===== config.mk =====
export PLATFORM = sky130hd
export DESIGN_NAME = wb_arbiter
export DESIGN_NICKNAME = d
export VERILOG_FILES = /design/src/rtl/wb_arbiter.sv
export SDC_FILE = /design/constraint.sdc
export NUM_CORES = 1
export LEC_CHECK = 0
export ABC_AREA = 0
export BUFFER_PORTS_ARGS = -buffer_cell sky130_fd_sc_hd__buf_2
export CAP_MARGIN = 30
export CORE_MARGIN = 10
export CORE_UTILIZATION = 45
export CTS_CLUSTER_SIZE = 40
export DETAILED_ROUTE_END_ITERATION = 10
export GPL_TIMING_DRIVEN = 0
export PLACE_DENSITY = 0.74
export SLEW_MARGIN = 30
export SYNTH_ARGS = -nofsm -noshare
export SYNTH_HDL_FRONTEND = slang
export SYNTH_SLANG_ARGS = --single-unit

===== constraint.sdc =====
create_clock -name clk -period 13.4 [get_ports clk]
set_input_delay 2.68 -clock clk [delete_from_list [all_inputs] [get_ports clk]]
set_output_delay 2.68 -clock clk [all_outputs]
set_load 0.01 [all_outputs]

===== src/rtl/wb_arbiter.sv =====
// wb_arbiter: collects completed results from the execution sources into
// one-entry hold buffers and drains them, round-robin, onto registered ROB
// result write ports. A flush empties every buffer and idles the ports.
//
// Source handshake: a result moves from source i into its hold buffer on a
// rising edge where src_tag[i] != TAG_INVALID and src_ready[i] == 1. A source
// that sees src_ready[i] == 0 keeps its result on src_tag/src_pay unchanged
// until it sees ready. src_ready[i] is combinational and may rise in the same
// cycle the buffer is granted, so one source can stream a result per cycle.
module wb_arbiter #(
    parameter int               NUM_SRC     = 5,
    parameter int               NUM_PORTS   = 2,
    parameter int               TAG_W       = 6,
    parameter int               PAY_W       = 65,
    parameter logic [TAG_W-1:0] TAG_INVALID = '0
) (
    input  logic                       clk,
    input  logic                       rst_n,
    input  logic                       flush,
    input  logic [NUM_SRC*TAG_W-1:0]   src_tag,
    input  logic [NUM_SRC*PAY_W-1:0]   src_pay,
    output logic [NUM_SRC-1:0]         src_ready,
    output logic [NUM_PORTS*TAG_W-1:0] wb_tag,
    output logic [NUM_PORTS*PAY_W-1:0] wb_pay,
    output logic [NUM_PORTS*3-1:0]     wb_src,
    output logic [2:0]                 occ_cnt
);

    // Source indices travel on the 3-bit wb_src field.
    localparam int IDX_W  = 3;
    localparam int PSEL_W = (NUM_PORTS > 1) ? $clog2(NUM_PORTS) : 1;

    // Hold buffers
    logic [NUM_SRC-1:0]   buf_v;
    logic [TAG_W-1:0]     buf_tag [NUM_SRC];
    logic [PAY_W-1:0]     buf_pay [NUM_SRC];

    // Unpacked source inputs
    logic [TAG_W-1:0]     in_tag  [NUM_SRC];
    logic [PAY_W-1:0]     in_pay  [NUM_SRC];

    // Round-robin arbitration
    logic [IDX_W-1:0]     rr_ptr;
    logic [IDX_W-1:0]     rr_nxt;
    logic [IDX_W-1:0]     last_idx;
    logic [NUM_SRC-1:0]   grant;
    logic [NUM_PORTS-1:0] port_vld;
    logic [IDX_W-1:0]     port_sel [NUM_PORTS];
    int                   scan_idx;
    int                   scan_cnt;
    logic [IDX_W-1:0]     scan_sel;

    // Next-state of the buffers
    logic [NUM_SRC-1:0]   accept;
    logic [NUM_SRC-1:0]   buf_v_nxt;
    logic [2:0]           occ_nxt;

    // Registered write ports
    logic [TAG_W-1:0]     wb_tag_r [NUM_PORTS];
    logic [PAY_W-1:0]     wb_pay_r [NUM_PORTS];
    logic [IDX_W-1:0]     wb_src_r [NUM_PORTS];

    genvar gi;

    generate
        for (gi = 0; gi < NUM_SRC; gi++) begin : g_unpack
            assign in_tag[gi] = src_tag[gi*TAG_W +: TAG_W];
            assign in_pay[gi] = src_pay[gi*PAY_W +: PAY_W];
        end
        for (gi = 0; gi < NUM_PORTS; gi++) begin : g_pack
            assign wb_tag[gi*TAG_W +: TAG_W] = wb_tag_r[gi];
            assign wb_pay[gi*PAY_W +: PAY_W] = wb_pay_r[gi];
            assign wb_src[gi*3 +: 3]         = wb_src_r[gi];
        end
    endgenerate

    // Scan the occupied buffers from rr_ptr and hand the first NUM_PORTS of
    // them to ports 0..NUM_PORTS-1 in scan order.
    always_comb begin
        grant    = '0;
        port_vld = '0;
        last_idx = rr_ptr;
        scan_cnt = 0;
        scan_idx = 0;
        scan_sel = '0;
        for (int p = 0; p < NUM_PORTS; p++) begin
            port_sel[p] = '0;
        end
        for (int k = 0; k < NUM_SRC; k++) begin
            scan_idx = int'(rr_ptr) + k;
            if (scan_idx >= NUM_SRC) begin
                scan_idx = scan_idx - NUM_SRC;
            end
            scan_sel = IDX_W'(scan_idx);
            if (buf_v[scan_sel] && (scan_cnt < NUM_PORTS)) begin
                grant[scan_sel]                   = 1'b1;
                port_vld[scan_cnt[PSEL_W-1:0]]    = 1'b1;
                port_sel[scan_cnt[PSEL_W-1:0]]    = scan_sel;
                last_idx                          = scan_sel;
                scan_cnt                          = scan_cnt + 1;
            end
        end
    end

    // Pointer moves just past the last source granted this cycle.
    always_comb begin
        if (last_idx == IDX_W'(NUM_SRC - 1)) begin
            rr_nxt = '0;
        end else begin
            rr_nxt = last_idx + 1'b1;
        end
    end

    // A buffer can take a new result when it is empty or being drained now;
    // flush blocks all acceptance for its cycle.
    assign src_ready = {NUM_SRC{~flush}} & (~buf_v | grant);

    // Transfer happens on ready plus a valid tag.
    always_comb begin
        accept = '0;
        for (int i = 0; i < NUM_SRC; i++) begin
            accept[i] = src_ready[i] && (in_tag[i] != TAG_INVALID);
        end
    end

    // Refill wins over drain on the same buffer; flush wins over both.
    always_comb begin
        buf_v_nxt = buf_v;
        for (int i = 0; i < NUM_SRC; i++) begin
            if (accept[i]) begin
                buf_v_nxt[i] = 1'b1;
            end else if (grant[i]) begin
                buf_v_nxt[i] = 1'b0;
            end
        end
        if (flush) begin
            buf_v_nxt = '0;
        end
        occ_nxt = '0;
        for (int i = 0; i < NUM_SRC; i++) begin
            occ_nxt = occ_nxt + {2'b00, buf_v_nxt[i]};
        end
    end

    // Buffer occupancy, occupancy count and round-robin pointer.
    always_ff @(posedge clk or negedge rst_n) begin
        if (!rst_n) begin
            buf_v   <= '0;
            occ_cnt <= '0;
            rr_ptr  <= '0;
        end else begin
            buf_v   <= buf_v_nxt;
            occ_cnt <= occ_nxt;
            if (flush) begin
                rr_ptr <= '0;
            end else if (|grant) begin
                rr_ptr <= rr_nxt;
            end
        end
    end

    // Buffer contents capture the source result on each transfer.
    always_ff @(posedge clk or negedge rst_n) begin
        if (!rst_n) begin
            for (int i = 0; i < NUM_SRC; i++) begin
                buf_tag[i] <= '0;
                buf_pay[i] <= '0;
            end
        end else begin
            for (int i = 0; i < NUM_SRC; i++) begin
                if (accept[i]) begin
                    buf_tag[i] <= in_tag[i];
                    buf_pay[i] <= in_pay[i];
                end
            end
        end
    end

    // Write ports load the granted buffer or go idle; payload and source
    // index are left alone when the port is idle.
    always_ff @(posedge clk or negedge rst_n) begin
        if (!rst_n) begin
            for (int p = 0; p < NUM_PORTS; p++) begin
                wb_tag_r[p] <= TAG_INVALID;
                wb_pay_r[p] <= '0;
                wb_src_r[p] <= '0;
            end
        end else begin
            for (int p = 0; p < NUM_PORTS; p++) begin
                if (flush || !port_vld[p]) begin
                    wb_tag_r[p] <= TAG_INVALID;
                end else begin
                    wb_tag_r[p] <= buf_tag[port_sel[p]];
                    wb_pay_r[p] <= buf_pay[port_sel[p]];
                    wb_src_r[p] <= port_sel[p];
                end
            end
        end
    end

endmodule


Word-level counts from Yosys, hierarchy flattened
Cells that the tools add are included.

Shifts and indexed selects: 0. Multipliers: 0. Muxes and demuxes: 97. Order comparisons: 37. Div/mod/pow operators: 0. Bitwise operators: 18. Reduce and logical (&&, ||, !) cells: 33. $add $sub $neg: 17. Equality and inequality tests: 1.

Operator list (number): $bmux W65 S3 (2); $mux W65 (4); $lt A32 B3 Y1 const B (4); $add A32 B2 Y32 const B (3); $mux W32 (3); $mux W6 (10); $mux W3 (18); $bmux W6 S3 (2); $mux W5 (6); $reduce_bool A6 Y1 (5); $mux W1 (26); $or A5 B5 Y5 (5); $bwmux W6 (4); $logic_and A1 B1 Y1 (22); $lt A3 B4 Y1 const B (5); $ge A4 B3 Y1 const B (4); $bmux W1 S3 (5); $demux W1 S3 (5); $ge A3 B1 Y1 const B (5); $sub A3 B3 Y3 const B (5); $demux W3 S1 (4); $add A3 B2 Y4 const B (2); $ge A2 B2 Y1 const B (4); $ge A4 B4 Y1 const B (2); other kinds (24) (48).

Output and inout port bits: 156. ROM bits: 0. Bits in latches: 0. RAM bits: 0. Flip-flop bits (word level): 514. Word-level logic and storage cells: 222. Memories kept: 0. Input bits: 358.

Depth between registers and ports, before layout
Gate-level depths: netlist (run 1).

Depth in word-level cells: 26. Mapped depth: 27. Depth with buffers taken out: 23.

Worst setup path after synthesis (run 1)
Ideal clock, no wire load.

Kind: register to output. From: register rr_ptr[0]. To: output src_ready[4]. Path slack: 5.782 ns. Cell stages (with the launch flop): 22. Path buffers: 4. Data required time: 10.720 ns. Data arrival time: 4.938 ns. Cell sequence: dfrtp_1 > buf_2 > buf_2 > clkinv_1 > ha_1 > clkinv_1 > mux2i_1 > o211ai_1 > a31oi_4 > inv_2 > buf_2 > ha_1 > clkbuf_1 > nor2_1 > xnor2_1 > ha_1 > nor2_1 > o22ai_1 > o21ai_0 > nor2b_1 > a2111oi_2 > a21oi_1.

Cells in the longest elaborated chain, start to end: 19. Elaborated cells on any way between the ends: 80. Those cells by class: 12 x add/sub; 19 x order compare; 34 x mux; 6 x bitwise; 9 x reduce/logical.

RTL lines: start, declared (RTL line 43) `logic [IDX_W-1:0] rr_ptr;`; start signal, assigned (RTL line 157) `rr_ptr <= rr_nxt;`; $sub A3 B3 Y3 / $ge A3 B3 Y1 (equally long branches) (RTL line 92, 91); $mux W3 (RTL line 91) `if (scan_idx >= NUM_SRC) begin`; $bmux W1 S3 (RTL line 95) `if (buf_v[scan_sel] && (scan_cnt < NUM_PORTS)) begin`; $mux W1 (not written as such) (RTL line 95); $mux W1 (RTL line 95); $lt A32 B3 Y1 (RTL line 95); $logic_and A1 B1 Y1 (RTL line 95); $mux W32 (RTL line 95); [... 3 more ...]; $lt A32 B3 Y1 (RTL line 95); $logic_and A1 B1 Y1 (RTL line 95); $mux W32 (RTL line 95); $lt A32 B3 Y1 (RTL line 95); $logic_and A1 B1 Y1 (RTL line 95); $mux W5 * (RTL line 95); $or A5 B5 Y5 * (RTL line 116) `assign src_ready = {NUM_SRC{~flush}} & (~buf_v | grant);`; $and A5 B5 Y5 * (RTL line 116); end, declared (RTL line 22) `output logic [NUM_SRC-1:0] src_ready,`.

Mark *: on every way between the ends. The rest lies on a longest branch, timed or not. The select of a mux whose other input is x is not followed.

Worst setup path after layout (run 1)
Same ends and word-level chain as after synthesis.

==> impl_metrics.json, run 1 <==
{
  "crit_top_cell": "buf_2",
  "synth_top_area_share_pct": 51.2,
  "status": "complete, no violations",
  "dr.pass1.iters": 5,
  "critical-path-max-stage-delay_ns": 0.58,
  "routed_wl_um": 95600,
  "syn_area_um2": 25100,
  "yosysMostFrequentCell": "dfrtp_1",
  "ys_warn_count": 0,
  "maxCapViolCount": 0,
  "fmax_ghz": 0.0968,
  "clk_latency_ns": 0.61,
  "slew_headroom_pct": 27.8,
  "worstPathRequired_ns": 10.72,
  "cts_max_level": 2,
  "drc": 0,
  "skew_ns": 0.0206,
  "cts_buffers": 55,
  "synth-edff-count": 0,
  "crit_path_top_delay_cell": "o22ai_1",
  "cpLargestDelayFamily": "compound AO/OA/AOI/OAI gates",
  "synth_area_leader_cell": "dfrtp_1",
  "min_path_type": "flop to flop",
  "io_buffers": 513,
  "use_met2_pct": 45.6,
  "synth-seq-area-share_pct": 51.2,
  "synth_async_sr_flop_share_pct": 100,
  "cp-end-kind": "output pin",
  "grt_pass1_wl_um": 141000,
  "grt_pass1_vias": 21600,
  "num_rows": 86,
  "fin_nets": 2896,
  "hold_viol": 0,
  "setup.worst_path.start_class": "flop",
  "setup_ws_ns": 3.07,
  "synth.area.top_cells": "dfrtp_1 51%, mux2_2 15%, mux2i_1 12%",
  "finalCritPeriodShare_pct": 77.1,
  "path_buf_inv": 8,
  "root_buffer": "clkbuf_16",
  "postCtsHoldBufs": 0,
  "grt_use_met1_pct": 34.8,
  "netlist-cell-type-count": 76,
  "met3_usage_pct": 6.80,
  "cts_buffer_depth": 3,
  "first_iter_violations": 1639,
  "vias": 20400,
  "cts_tree": "done",
  "grt_usage_pct": 28.0,
  "cp.arrival_ns": 7.65,
  "syn_to_final_growth_pct": 21.9,
  "start_util_pct": 45.5,
  "ys.flop_type": "dfrtp_1",
  "avgSynthCellArea_um2": 12.9,
  "layout-drive-gt1-share_pct": 41.3,
  "dieArea_um2": 65700,
  "gp_congestion": 0.941,
  "setup_viol": 0,
  "ys_seq_elements": 514,
  "wire_per_inst_um": 28.8,
  "io-pin-count": 514,
  "min_period_ns": 10.33,
  "core_um2": 55200,
  "tightest_slew_ns": 1.08,
  "synth_commonest_cells": "514 x dfrtp_1, 325 x mux2_2, 307 x mux2i_1",
  "path_clk_slew_ns": 0.06,
  "antenna_found_initial": 20,
  "clock-sinks": 514,
  "die_x_um": 256,
  "place_ws_ns": 3.92,
  "die_h_um": 256,
  "critical_path_peak_fanout": 10,
  "critPathKind": "flop to output pin",
  "via_per_inst": 6.13,
  "fill_cells": 4658,
  "dp.final_hpwl_um": 69500,
  "synthCells": 1943,
  "synthesis.nets": 2318,
  "worstPathCellList": "buf_2 -> buf_2 -> clkinv_1 -> ha_1 -> clkinv_1 -> mux2i_1 -> o211ai_1 -> a31oi_4 -> inv_2 -> buf_2 -> ha_1 -> clkbuf_1 -> nor2_1 -> xnor2_1 -> ha_1 -> nor2_1 -> o22ai_1 -> o21ai_0 -> nor2b_1 -> a2111oi_2 -> a21oi_1 -> buf_2",
  "overflow": 0,
  "post_cts_buffers": 0,
  "grt_max_degree": 90,
  "drv_slew": 0,
  "drtAntennaViolNets": 0,
  "post_cts_resized": 0,
  "busiest_layer": "met2",
  "grt_setup_unrepaired": "no"
}
worst min-delay path: cells and delay by family, from the launching register on:
kind / cells / cell delay, ns
flops: 1 / 0.34
simple gates: 2 / 0.10
state kept, by name, indices dropped and copies added, names as in the netlist:
register,flops
buf_pay,325
buf_tag,30
buf_v,5
occ_cnt,3
rr_ptr,3
wb_pay,130
wb_src,6
wb_tag,12
cell type report:
class                   instances  area (um2)  area share (%)
multi-input cells            1243       11400            37.1
repair buffers                521        2780            9.08
plain buffers                 154         801            2.61
well taps                     748         936            3.05
clock inverters                18         141           0.461
clock buffers                  82        1620            5.28
flip-flops and latches        514       12900            42.0
inverters                      32         120           0.392
diodes                         11        27.5          0.0898
path summary, 6_finish.rpt:
path,cells past startpoint,start,to,slack [ns]
setup / recovery,22,rr_ptr[0],src_ready[4],3.07
hold / removal,2,wb_src[3],wb_src[3],0.48
setup reg to reg,24,rr_ptr[0],wb_pay[10],4.92
hold reg to reg,2,wb_src[3],wb_src[3],0.48
max in group asynchronous,4,rst_n,buf_pay[74],9.96
min in group asynchronous,1,rst_n,buf_pay[118],1.99
routing by layer:
layer / share of wire (%) / vias to the layer above
met2: 47 / 1008
met5: 0.11 / -
met4: 4.3 / 16
met1: 40 / 10500
li1: - / 8600
met3: 8.4 / 251
logic make-up after synthesis:
| logic type | synth area share [%] |
|---|---|
| muxes | 28.5 |
| and+or+nand+nor | 3.17 |
| buffers and inverters | 3.65 |
| adders and majority gates | 0.936 |
| xor gates and xnor gates | 0.314 |
| DFF | 51.2 |
| AOI/OAI and AO/OA | 12.3 |
metrics by stage:
stage          area (um2)  setup TNS [ns]  cells  hold slack, ns  util [%]
2_1_floorplan       25100               0   1943           0.456         -
3_3_place_gp        28600         -187.94   3204           0.456      51.9
3_5_place_dp        28900               0   3212           0.469      52.3
4_1_cts             30600               0   3312           0.484      55.5
5_1_grt             30600               0   3318           0.510      55.5
6_report            30600               0   3323           0.479      55.5
placed cells by master (no fill, tap or decap), types with 4 or more instances in the layout:
master	count
a211o_1	4
a211oi_1	13
a21o_1	5
a21oi_1	20
a221o_1	130
a31oi_1	4
and2_1	7
buf_1	10
buf_16	7
buf_2	591
buf_4	6
buf_6	14
clkbuf_1	56
clkbuf_16	55
clkbuf_8	14
clkinv_2	12
dfrtp_1	514
diode_2	11
ha_1	14
inv_1	27
mux2_1	33
mux2_2	325
mux2i_1	307
nand2_1	52
nand2b_1	7
nand3_1	6
nor2_1	32
nor2b_1	7
nor3_1	12
nor4_1	8
o211ai_1	5
o21ai_0	22
o221ai_1	6
o22ai_1	137
or4_1	6
xnor2_1	7
Power of run 1 is left out: the tool's default activity adds up to more than one toggle a clock period on the data nets, which glitch-free logic cannot reach.
==> run 2: changes to the inputs <==
- clock period: 13.4 -> 9.75 ns (I/O delays scaled with it)
==> impl_metrics.json, run 2 (synthesis results as in run 1) <==
{
  "status": "complete, no violations",
  "cts_max_level": 2,
  "rr_endpoint": "wb_pay[10]",
  "final_cell_mix": "591 x buf_2, 514 x dfrtp_1, 325 x mux2_2",
  "critical_path_peak_fanout": 10,
  "cts_buffers": 55,
  "dr.pass1.iters": 9,
  "holdWs_ns": 0.479,
  "clock-sinks": 514,
  "drtAntennaViolNets": 0,
  "largest_reg_flops": 325,
  "drc": 0,
  "antenna_found_initial": 20,
  "min_period_ns": 9.32,
  "slew_headroom_pct": 27.3,
  "root_buffer": "clkbuf_16",
  "path_clk_slew_ns": 0.06,
  "skew_ns": 0.0197,
  "hold_viol": 0,
  "dp.final_hpwl_um": 69500,
  "grt_usage_pct": 28.0,
  "maxCapViolCount": 0,
  "syn_to_final_growth_pct": 22.0,
  "start_util_pct": 45.5,
  "cp-end-kind": "output pin",
  "die_h_um": 256,
  "first_iter_violations": 1634,
  "post_cts_buffers": 0,
  "grt_max_degree": 90,
  "cp.arrival_ns": 7.37,
  "setup.worst_path.start_class": "flop",
  "critPathKind": "flop to output pin",
  "cts_tree": "done",
  "grt_pass1_wl_um": 141000,
  "io-pin-count": 514,
  "worstPathRequired_ns": 7.80,
  "setup_viol": 0,
  "routed_wl_um": 95700,
  "regMostFlops": "buf_pay",
  "vias": 20400,
  "drv_slew": 0,
  "gp_congestion": 0.941,
  "postCtsHoldBufs": 0,
  "num_rows": 86,
  "fmax_ghz": 0.107,
  "fill_cells": 4657,
  "core_um2": 55200,
  "wire_per_inst_um": 28.8,
  "place_ws_ns": 1.00,
  "endpoint": "src_ready[4]",
  "r2r_cells": 24,
  "die_x_um": 256,
  "worstReg2RegStart": "rr_ptr[0]",
  "io_buffers": 513,
  "fin_nets": 2896,
  "critPathLaunch": "rr_ptr[0]",
  "hp-start": "wb_src[3]",
  "layout-drive-gt1-share_pct": 41.3,
  "grt_setup_unrepaired": "no",
  "tightest_slew_ns": 1.09,
  "grt_pass1_vias": 21600,
  "overflow": 0,
  "dieArea_um2": 65700,
  "setup_ws_ns": 0.427,
  "final_common_cell": "buf_2",
  "rrSetupSlack_ns": 1.33,
  "clk_latency_ns": 0.61,
  "min_path_type": "flop to flop",
  "cts_buffer_depth": 3,
  "finalCritPeriodShare_pct": 95.6,
  "via_per_inst": 6.14
}
==> run 2: worst min-delay path by stage <==
stage,end,slack [ns],cells past startpoint
floorplan,wb_tag[3],0.46,2
global placement,wb_src[1],0.46,2
detailed placement,wb_src[3],0.47,2
CTS,wb_src[3],0.48,2
global route,wb_src[3],0.51,2
finish,wb_src[3],0.48,2
==> run 2: per-stage QoR <==
stage / TNS [ns] / cell area [um2] / util, % / instances
final: 0 / 30700 / 55.5 / 3323
after global routing: 0 / 30600 / 55.5 / 3318
after CTS: 0 / 30600 / 55.5 / 3312
after detailed placement: 0 / 28900 / 52.3 / 3212
after global placement: -1688.82 / 28600 / 51.9 / 3204
after floorplan: 0 / 25100 / - / 1943
==> run 2: area by class of cell <==
cell class | instances | area [um2] | share of cell area (%)
buffer | 154 | 801 | 2.61
sequential | 514 | 12900 | 42.0
multi-input combinational | 1243 | 11400 | 37.1
clock buffer | 82 | 1620 | 5.28
antenna | 11 | 27.5 | 0.0898
inverter | 32 | 120 | 0.392
tap | 748 | 936 | 3.05
timing repair buffer | 521 | 2780 | 9.07
clock inverter | 18 | 141 | 0.461
==> run 2: critical path, cell delays in order (launching register included) <==
cell and delay (ns):
dfrtp_1 0.48, buf_2 0.28, buf_2 0.30, clkinv_1 0.40, ha_1 0.48, clkinv_1 0.34
mux2i_1 0.50, o211ai_1 0.25, a31oi_4 0.31, inv_2 0.09, buf_2 0.21, ha_1 0.20
clkbuf_1 0.20, nor2_1 0.49, xnor2_1 0.15, ha_1 0.30, nor2_1 0.05, o22ai_2 0.34
o21ai_0 0.13, nor2b_1 0.16, a2111oi_2 0.57, a21oi_1 0.31, buf_2 0.24
==> run 2: layer usage <==
metal | track usage [%] | up-vias | routed length [um] | part of all wire (%)
met1 | 34.8 | 10500 | 37900 | 40
li1 | - | 8603 | - | -
met4 | 12.8 | 16 | 4170 | 4.4
met3 | 6.80 | 253 | 8300 | 8.7
met5 | 0 | - | 102 | 0.11
met2 | 45.6 | 1036 | 45200 | 47
==> run 2: repair_timing <==
item	4_1_cts	5_1_grt
setup endpoints to repair	0	2
endpoints found under the hold margin	0	0
resized for setup	0	1
Power of run 2 is left out for the same reason.
==> run 3: changes to the inputs <==
- ABC_AREA: 0 -> 1
- CORE_UTILIZATION: 45 -> 35
- CTS_CLUSTER_SIZE: 40 -> 25
- PLACE_DENSITY: 0.74 -> 0.6
==> impl_metrics.json, run 3 <==
{
  "grt_setup_unrepaired": "no",
  "slew_headroom_pct": 29.2,
  "skew_ns": 0.0195,
  "fin_util_pct": 43.2,
  "maxCapViolCount": 0,
  "path_clk_slew_ns": 0.06,
  "ys.flop_type": "dfrtp_1",
  "post_cts_resized": 0,
  "min_period_ns": 8.41,
  "synth_top_area_share_pct": 45.0,
  "overflow": 0,
  "min_path_type": "flop to flop",
  "final_cell_mix": "1665 x nand2_1, 953 x nand3_1, 636 x buf_2",
  "io-pin-count": 514,
  "drtAntennaViolNets": 0,
  "largest_reg_flops": 325,
  "vias": 30500,
  "critical-path-max-stage-delay_ns": 0.61,
  "ys_warn_count": 0,
  "root_buffer": "clkbuf_16",
  "synth-edff-count": 0,
  "syn_to_final_growth_pct": 22.0,
  "die_h_um": 306,
  "drc": 0,
  "dr.pass1.iters": 8,
  "cts_max_level": 2,
  "clk_latency_ns": 0.64,
  "synth_async_sr_flop_share_pct": 100,
  "cts_buffers": 60,
  "grt_pass1_vias": 29500,
  "yosysMostFrequentCell": "nand2_1",
  "worstReg2RegStart": "rr_ptr[1]",
  "synth_commonest_cells": "1665 x nand2_1, 953 x nand3_1, 514 x dfrtp_1",
  "antenna_found_initial": 6,
  "setup.worst_path.start_class": "flop",
  "hp-start": "buf_pay[160]",
  "die_x_um": 306,
  "ys_seq_elements": 514,
  "wire_per_inst_um": 23.4,
  "io_buffers": 512,
  "grt_max_degree": 83,
  "synth_area_leader_cell": "dfrtp_1",
  "cts_buffer_depth": 3,
  "cp-end-kind": "output pin",
  "fmax_ghz": 0.119,
  "critical_path_peak_fanout": 10,
  "synth-seq-area-share_pct": 45.0,
  "start_util_pct": 35.4,
  "critPathKind": "flop to output pin",
  "final_common_cell": "nand2_1",
  "first_iter_violations": 2876,
  "dp.final_hpwl_um": 105000,
  "final_cells": 5811,
  "holdWs_ns": 0.470,
  "avgSynthCellArea_um2": 6.95,
  "regMostFlops": "buf_pay",
  "routed_wl_um": 136000,
  "drv_slew": 0,
  "status": "complete, no violations",
  "fin_nets": 5072,
  "cp.arrival_ns": 6.46,
  "cts_tree": "done",
  "syn_area_um2": 28600,
  "grt_pass1_wl_um": 197000,
  "placed_cells": 5695,
  "netlist-cell-type-count": 44,
  "via_per_inst": 5.25,
  "fill_cells": 8685,
  "gp_congestion": 0.941,
  "hold_viol": 0,
  "num_rows": 104,
  "finalCritPeriodShare_pct": 86.3,
  "core_um2": 80800,
  "crit_top_cell": "nand2_1",
  "postCtsHoldBufs": 0,
  "multi_input_comb_area_um2": 13200,
  "grt_usage_pct": 27.9,
  "worstPathRequired_ns": 7.80,
  "setup_viol": 0,
  "tightest_slew_ns": 1.06,
  "post_cts_buffers": 0,
  "synth.area.top_cells": "dfrtp_1 45%, nand2_1 22%, nand3_1 17%",
  "layout-drive-gt1-share_pct": 18.3,
  "crit_path_top_delay_cell": "dfrtp_1",
  "regArea_um2": 12900,
  "dieArea_um2": 93600,
  "synthCells": 4115,
  "critPathLaunch": "rr_ptr[1]",
  "synthesis.nets": 4490,
  "clock-sinks": 514
}
==> run 3: cell types whose count changed after synthesis, moves of 18 or more <==
cell,previous run,this run
a21oi_1,20,101
a221o_1,130,0
buf_2,79,125
clkbuf_1,46,120
inv_1,27,315
inv_2,2,20
mux2_1,33,0
mux2_2,325,0
mux2i_1,307,0
nand2_1,52,1665
nand3_1,6,953
nor2_1,32,93
o22ai_1,137,3
or2_2,2,32
==> run 3: kinds of logic after synthesis <==
| kind of cell | Yosys count | share of synthesized area, % |
|---|---|---|
| AO/OA/AOI/OAI | 173 | 3.40 |
| XOR/XNOR | 4 | 0.188 |
| adder cells (fa/ha/maj) | 17 | 0.822 |
| buffers and inverters | 610 | 8.73 |
| flip-flops | 514 | 45.0 |
| AND/OR/NAND/NOR | 2797 | 41.9 |
==> run 3: routing by layer <==
layer  track usage [%]  vias up  wire length (um)
met5                 0        -                26
met4              8.39        4              4430
met3              5.05      209             10500
met2              47.5     1342             65400
met1              35.8    14700             55400
li1                  -    14200                 -
==> run 3: critical path: cells and delay by family, from the launching register on <==
kind | cells | cell delay (ns)
buffers and inverters | 7 | 2.07
AND/OR/NAND/NOR | 12 | 1.72
adder cells (fa/ha/maj) | 4 | 1.02
flip-flops | 1 | 0.61
AO/OA/AOI/OAI | 2 | 0.41
==> run 3: worst paths after layout <==
kind	slack, ns	depth (start not counted)	end
max in group asynchronous	6.74	5	buf_pay[113]
min reg2reg	0.47	2	buf_pay[160]
min	0.47	2	buf_pay[160]
min in group asynchronous	1.23	1	buf_pay[73]
max reg2reg	2.64	31	occ_cnt[1]
max	1.34	25	src_ready[0]
==> run 3: through the flow <==
step | TNS (ns) | setup WS, ns | cell area (um2)
2_1_floorplan | 0 | 3.78 | 28600
3_3_place_gp | -2295.67 | -4.55 | 32500
3_5_place_dp | 0 | 2.08 | 32700
4_1_cts | 0 | 1.39 | 34900
5_1_grt | 0 | 0.911 | 34900
6_report | 0 | 1.34 | 34900
==> run 3: final cells by class <==
cell class                 instances  area share, %
antenna                            3         0.0215
buffer                           274           3.54
clock buffer                      84           5.11
clock inverter                    29           1.11
inverter                         336           3.62
multi-input combinational       2991           38.0
sequential                       514           36.9
tap                             1060           3.80
timing repair buffer             520           7.96
Power of run 3 is left out for the same reason.
